===== src/rtl/mem_bus_arbiter.sv =====
// Shares one memory port between the fetch requester (I) and the data requester (D).
// One whole transaction is granted at a time; D has priority, and I is guaranteed progress by a starvation counter.
module mem_bus_arbiter #(
  parameter int ADDR_W       = 64,
  parameter int DATA_W       = 64,
  parameter int STARVE_LIMIT = 4
) (
  input  logic                clk,
  input  logic                rst_n,
  input  logic                i_valid,
  input  logic [ADDR_W-1:0]   i_addr,
  output logic                i_addr_ok,
  output logic                i_data_ok,
  output logic [31:0]         i_data,
  input  logic                d_valid,
  input  logic [ADDR_W-1:0]   d_addr,
  input  logic                d_write,
  input  logic [2:0]          d_size,
  input  logic [DATA_W/8-1:0] d_strobe,
  input  logic [DATA_W-1:0]   d_wdata,
  output logic                d_addr_ok,
  output logic                d_data_ok,
  output logic [DATA_W-1:0]   d_data,
  output logic                mem_valid,
  output logic [ADDR_W-1:0]   mem_addr,
  output logic                mem_write,
  output logic [2:0]          mem_size,
  output logic [DATA_W/8-1:0] mem_strobe,
  output logic [DATA_W-1:0]   mem_wdata,
  input  logic                mem_addr_ok,
  input  logic                mem_data_ok,
  input  logic [DATA_W-1:0]   mem_rdata,
  output logic                owner,
  output logic                busy
);

  localparam int STRB_W = DATA_W / 8;
  localparam int CNT_W  = $clog2(STARVE_LIMIT + 1);
  localparam logic [CNT_W-1:0] LIMIT = CNT_W'(STARVE_LIMIT);

  // Handshake: a requester raises valid with stable fields and keeps them until its data_ok;
  // the memory port holds mem_valid until the cycle after mem_addr_ok, and the transaction
  // ends in the cycle mem_data_ok is high (addr_ok and data_ok may share a cycle).
  typedef enum logic {
    S_IDLE = 1'b0,
    S_BUSY = 1'b1
  } state_e;

  state_e              state_q, state_d;
  logic                mem_valid_q, mem_valid_d;
  logic [ADDR_W-1:0]   mem_addr_q, mem_addr_d;
  logic                mem_write_q, mem_write_d;
  logic [2:0]          mem_size_q, mem_size_d;
  logic [STRB_W-1:0]   mem_strobe_q, mem_strobe_d;
  logic [DATA_W-1:0]   mem_wdata_q, mem_wdata_d;
  logic                owner_q, owner_d;
  logic [CNT_W-1:0]    starve_q, starve_d;
  logic                grant_d, grant_i;

  always_comb begin
    state_d      = state_q;
    mem_valid_d  = mem_valid_q;
    mem_addr_d   = mem_addr_q;
    mem_write_d  = mem_write_q;
    mem_size_d   = mem_size_q;
    mem_strobe_d = mem_strobe_q;
    mem_wdata_d  = mem_wdata_q;
    owner_d      = owner_q;
    starve_d     = starve_q;
    grant_d      = 1'b0;
    grant_i      = 1'b0;

    case (state_q)
      S_IDLE: begin
        // I is forced to win once D has taken LIMIT consecutive grants while I waited.
        if (d_valid && !(i_valid && (starve_q == LIMIT))) begin
          grant_d = 1'b1;
        end else if (i_valid) begin
          grant_i = 1'b1;
        end

        if (grant_d) begin
          state_d      = S_BUSY;
          mem_valid_d  = 1'b1;
          mem_addr_d   = d_addr;
          mem_write_d  = d_write;
          mem_size_d   = d_size;
          mem_strobe_d = d_write ? d_strobe : '0;
          mem_wdata_d  = d_wdata;
          owner_d      = 1'b1;
          if (!i_valid) begin
            starve_d = '0;
          end else if (starve_q != LIMIT) begin
            starve_d = starve_q + CNT_W'(1);
          end
        end else if (grant_i) begin
          state_d      = S_BUSY;
          mem_valid_d  = 1'b1;
          mem_addr_d   = i_addr;
          mem_write_d  = 1'b0;
          mem_size_d   = 3'd2;
          mem_strobe_d = '0;
          mem_wdata_d  = '0;
          owner_d      = 1'b0;
          starve_d     = '0;
        end
      end
      S_BUSY: begin
        if (mem_addr_ok) begin
          mem_valid_d = 1'b0;
        end
        if (mem_data_ok) begin
          mem_valid_d = 1'b0;
          state_d     = S_IDLE;
        end
      end
      default: begin
        state_d = S_IDLE;
      end
    endcase
  end

  always_ff @(posedge clk or negedge rst_n) begin
    if (!rst_n) begin
      state_q      <= S_IDLE;
      mem_valid_q  <= 1'b0;
      mem_addr_q   <= '0;
      mem_write_q  <= 1'b0;
      mem_size_q   <= 3'd0;
      mem_strobe_q <= '0;
      mem_wdata_q  <= '0;
      owner_q      <= 1'b0;
      starve_q     <= '0;
    end else begin
      state_q      <= state_d;
      mem_valid_q  <= mem_valid_d;
      mem_addr_q   <= mem_addr_d;
      mem_write_q  <= mem_write_d;
      mem_size_q   <= mem_size_d;
      mem_strobe_q <= mem_strobe_d;
      mem_wdata_q  <= mem_wdata_d;
      owner_q      <= owner_d;
      starve_q     <= starve_d;
    end
  end

  assign busy       = (state_q == S_BUSY);
  assign owner      = owner_q;
  assign mem_valid  = mem_valid_q;
  assign mem_addr   = mem_addr_q;
  assign mem_write  = mem_write_q;
  assign mem_size   = mem_size_q;
  assign mem_strobe = mem_strobe_q;
  assign mem_wdata  = mem_wdata_q;

  // Responses reach only the current owner; anything arriving while idle is dropped.
  assign i_addr_ok = busy && !owner_q && mem_addr_ok;
  assign i_data_ok = busy && !owner_q && mem_data_ok;
  assign d_addr_ok = busy &&  owner_q && mem_addr_ok;
  assign d_data_ok = busy &&  owner_q && mem_data_ok;

  // Word select uses the latched address so a misbehaving fetch stage cannot corrupt it.
  assign i_data = mem_addr_q[2] ? mem_rdata[63:32] : mem_rdata[31:0];
  assign d_data = mem_rdata;

endmodule


===== config.mk =====
export PLATFORM = sky130hd
export DESIGN_NAME = mem_bus_arbiter
export DESIGN_NICKNAME = d
export VERILOG_FILES = /design/src/rtl/mem_bus_arbiter.sv
export SDC_FILE = /design/constraint.sdc
export NUM_CORES = 1
export LEC_CHECK = 0
export BUFFER_PORTS_ARGS = -buffer_cell sky130_fd_sc_hd__buf_2
export CORE_AREA = 8 8 195 197
export DETAILED_ROUTE_END_ITERATION = 8
export DIE_AREA = 0 0 203 205
export PLACE_DENSITY = 0.48
export SYNTH_ARGS = -nofsm -noshare
export SYNTH_HDL_FRONTEND = slang
export SYNTH_SLANG_ARGS = --single-unit

===== constraint.sdc =====
create_clock -name clk -period 2.4 [get_ports clk]
set_input_delay 0.72 -clock clk [delete_from_list [all_inputs] [get_ports clk]]
set_output_delay 0.72 -clock clk [all_outputs]
set_load 0.01 [all_outputs]

==> out/results.tsv <==
stage	metric	value	unit
sta	RSZ-0062 raised after global routing	no	
cells_and_area	Layout area overhead	44.27	%
route	post-DR vias/cell	4.419	
sta	Clock Skews	0.01032	ns
synth	Post-Synth XOR/XNOR Area	0	%
cells_and_area	most frequent cells in the layout	515 x buf_2, 146 x dfrtp_1, 135 x nand2_1, 75 x a22o_1, 65 x nand4_1	
global_routing	GRT overflow	0	
worst_setup_path	flop-to-flop setup slack	0.60	ns
placed_design	port bufs	516	
cells_and_area	commonest non-fill, non-tap cell in the layout	buf_2	
worst_setup_path	WS Path Type	reg -> out	
clock_network	CTS resizes	0	
worst_setup_path	Critical Path End Type	output pin	
sta	Final period util	95.14	%
clock_network	Hold-fix buffers, CTS	0	
clock_network	Bufs on Longest Clock Path	2	
synth	synthesis-stage register bit count	146	
sta	Hold Violations, Final	0	
run_status	status	finished, final reports clean	
route	final wirelength	31830	um
die	IO Count	517	
placed_design	DP Area	9643	um^2
placed_design	Post-DP HPWL	24350	um
hold_path	Hold WC Path Type	in -> async	
worst_setup_path	CP Launch Point	mem_addr[2]$_DFFE_PN0P_	
sta	Worst slew margin	66.84	%
die	full die area	41620	um^2
global_routing	first-pass GRT wire length	45930	um
synth	post-synthesis mux area share	5.120	%
synth	Syn Nets	947	
worst_setup_path	reg2reg path depth	6	
worst_setup_path	reg2reg end	mem_strobe[6]$_DFFE_PN0P_	
placed_design	Final GP Congestion	0.8305	
die	core area	34960	um^2
clock_network	Max H-tree Level	4	
power	Peak VDD IR	0.4754	mV
worst_setup_path	CP max FO	34	
worst_setup_path	reg-to-reg startpoint	starve_q[0]$_DFFE_PN0P_	
clock_network	TritonCTS clock tree	yes	
sta	fin crit period	2.283	ns
synth	simple-gate share of the synthesized area	13.90	%
die	Chip Width	203	um
clock_network	CTS clk-pin slew, worst paths	0.06	ns
placed_design	pre-CTS setup slack	0.3702	ns
synth	Cell Area, Synth	7038	um^2
sta	setup_tns	0	ns
worst_setup_path	crit path DAT	1.56	ns
die	num rows	69	
cells_and_area	nets	1371	
power	Power Density	974.9	nW/um^2
job	max-cap check violation count	0	
worst_setup_path	startpoint types	register	
global_routing	Tot GR Track Use	14.35	%
sta	setup ws final	0.1165	ns
route	Routed WL per cell	20.31	um
clock_network	clock latency on the worst-skew pair	0.43	ns
die	initial core utilization	20.13	%
global_routing	vias in the first global route	7187	
cells_and_area	fraction of layout cells with a size suffix above 1	54.39	%
synth	Adder-Cell Fraction of Synth Area	0.3556	%
route	1st-pass router iterations	4	
worst_setup_path	Critical Path RT	1.68	ns
sta	final setup vio count	0	
synth	Avg Cell Area, Syn	10.49	um^2
sta	max-slew violations	0	
synth	Post-Synthesis Cells	671	
synth	sequential area share after synthesis	51.91	%
cells_and_area	fin area	10150	um^2
sta	Slew @ Worst Pin	0.4974	ns
die	DIE HEIGHT	205	um
clock_network	clock buffer count from CTS	17	
synth	largest family of logic cells by synthesized area	compound AO/OA/AOI/OAI gates	
route	Routed Antenna Nets	0	
route	DRC Markers	0	
clock_network	CTS Sinks	146	
synth	synth unique cells	24	
route	initial drt markers	382	
global_routing	largest net degree at the start of global routing	99	
synth	yosys warns	0	
power	leakage	5.216	nW
route	DR vias	6924	
clock_network	CTS Root Cell	clkbuf_16	
cells_and_area	fillers	3745	
sta	Max Fclk	0.4379	GHz
clock_network	post-CTS setup buffers	0	
synth	post-synthesis compound-gate area fraction	17.14	%
global_routing	initial antenna violation count	1	
-- power breakdown --
group	leakage, nW	internal (mW)	switching [mW]
Clock	0.247	1.32	1.08
Sequential	1.82	3.24	0.451
Combinational	3.15	1.66	2.14
-- synthesized netlist by cell type --
| cell | n | share of area [%] |
|---|---|---|
| nor2b_2 | 1 | 0.12 |
| clkbuf_1 | 25 | 1.3 |
| nand3_2 | 1 | 0.14 |
| o211ai_1 | 64 | 6.8 |
| nand4_1 | 65 | 5.8 |
| buf_2 | 33 | 2.3 |
| a21o_1 | 1 | 0.11 |
| a32o_1 | 2 | 0.28 |
| buf_1 | 1 | 0.053 |
| nand2_1 | 135 | 7.2 |
| inv_1 | 3 | 0.16 |
| o22a_1 | 1 | 0.12 |
| mux2_2 | 32 | 5.1 |
| a22o_1 | 75 | 9.3 |
| ha_1 | 2 | 0.36 |
| nor2_1 | 4 | 0.21 |
| and2_1 | 2 | 0.18 |
| dfrtp_1 | 146 | 52 |
| o21ba_2 | 1 | 0.14 |
| o21ai_0 | 3 | 0.21 |
| buf_6 | 4 | 0.64 |
| o21bai_1 | 1 | 0.11 |
| and3_1 | 3 | 0.27 |
| buf_4 | 66 | 7.0 |
-- worst max-delay path by stage --
| stage | end | slack (ns) | cells past startpoint |
|---|---|---|---|
| after floorplan | i_data[10] | 0.49 | 3 |
| after global placement | mem_strobe[6]$_DFFE_PN0P_ | 0.37 | 5 |
| after detailed placement | mem_strobe[4]$_DFFE_PN0P_ | 0.37 | 5 |
| after CTS | i_data[27] | 0.08 | 3 |
| after global routing | i_data[27] | 0.05 | 3 |
| final | i_data[27] | 0.12 | 3 |
-- sequential cells by signal, indices dropped and copies added (netlist names) --
register,cells
mem_addr,64
mem_wdata,64
mem_strobe,8
mem_size,3
starve_q,3
busy,1
mem_valid,1
mem_write,1
owner,1
-- stage by stage --
step	util, %	std cells	total power, mW	hold slack [ns]
floorplan	-	671	5.750	0.4244
global placement	27.58	1537	7.599	0.4636
detailed placement	27.58	1537	7.608	0.4697
CTS	29.03	1566	10.12	0.1768
global route	29.04	1567	10.57	0.1945
finish	29.04	1567	9.899	0.1946
-- routing by layer --
metal / vias up / GRT usage [%] / share of wire, %
met4: 0 / 3.989 / 1.4
met2: 317 / 23.15 / 49
met1: 3357 / 18.02 / 41
met5: - / 0 / 0
met3: 24 / 4.949 / 8.1
li1: 3226 / - / -
-- logic make-up (layout without fill, tap and decap cells) --
kind of cell	Yosys count	count (layout)
adders and majority gates	2	2
other	0	1
and+or+nand+nor	211	211
AOI/OAI and AO/OA	148	148
muxes	32	32
buffers and inverters	132	566
DFF	146	146
-- worst max-delay path, cell delays in order (launching register included) --
cell and delay, ns:
dfrtp_1 0.37, buf_12 0.22, mux2_2 0.40, buf_2 0.15
-- final cells by class --
cell class	instances	area (um^2)	area share (%)
inverter	3	11.26	0.1109
clock inverter	10	65.06	0.6408
sequential	146	3654	35.98
multi-input combinational	393	2590	25.51
timing repair buffer	534	2811	27.69
antenna	1	2.502	0.02465
tap	461	576.8	5.681
clock buffer	19	442.9	4.362
(Power assumes the default switching activity.)
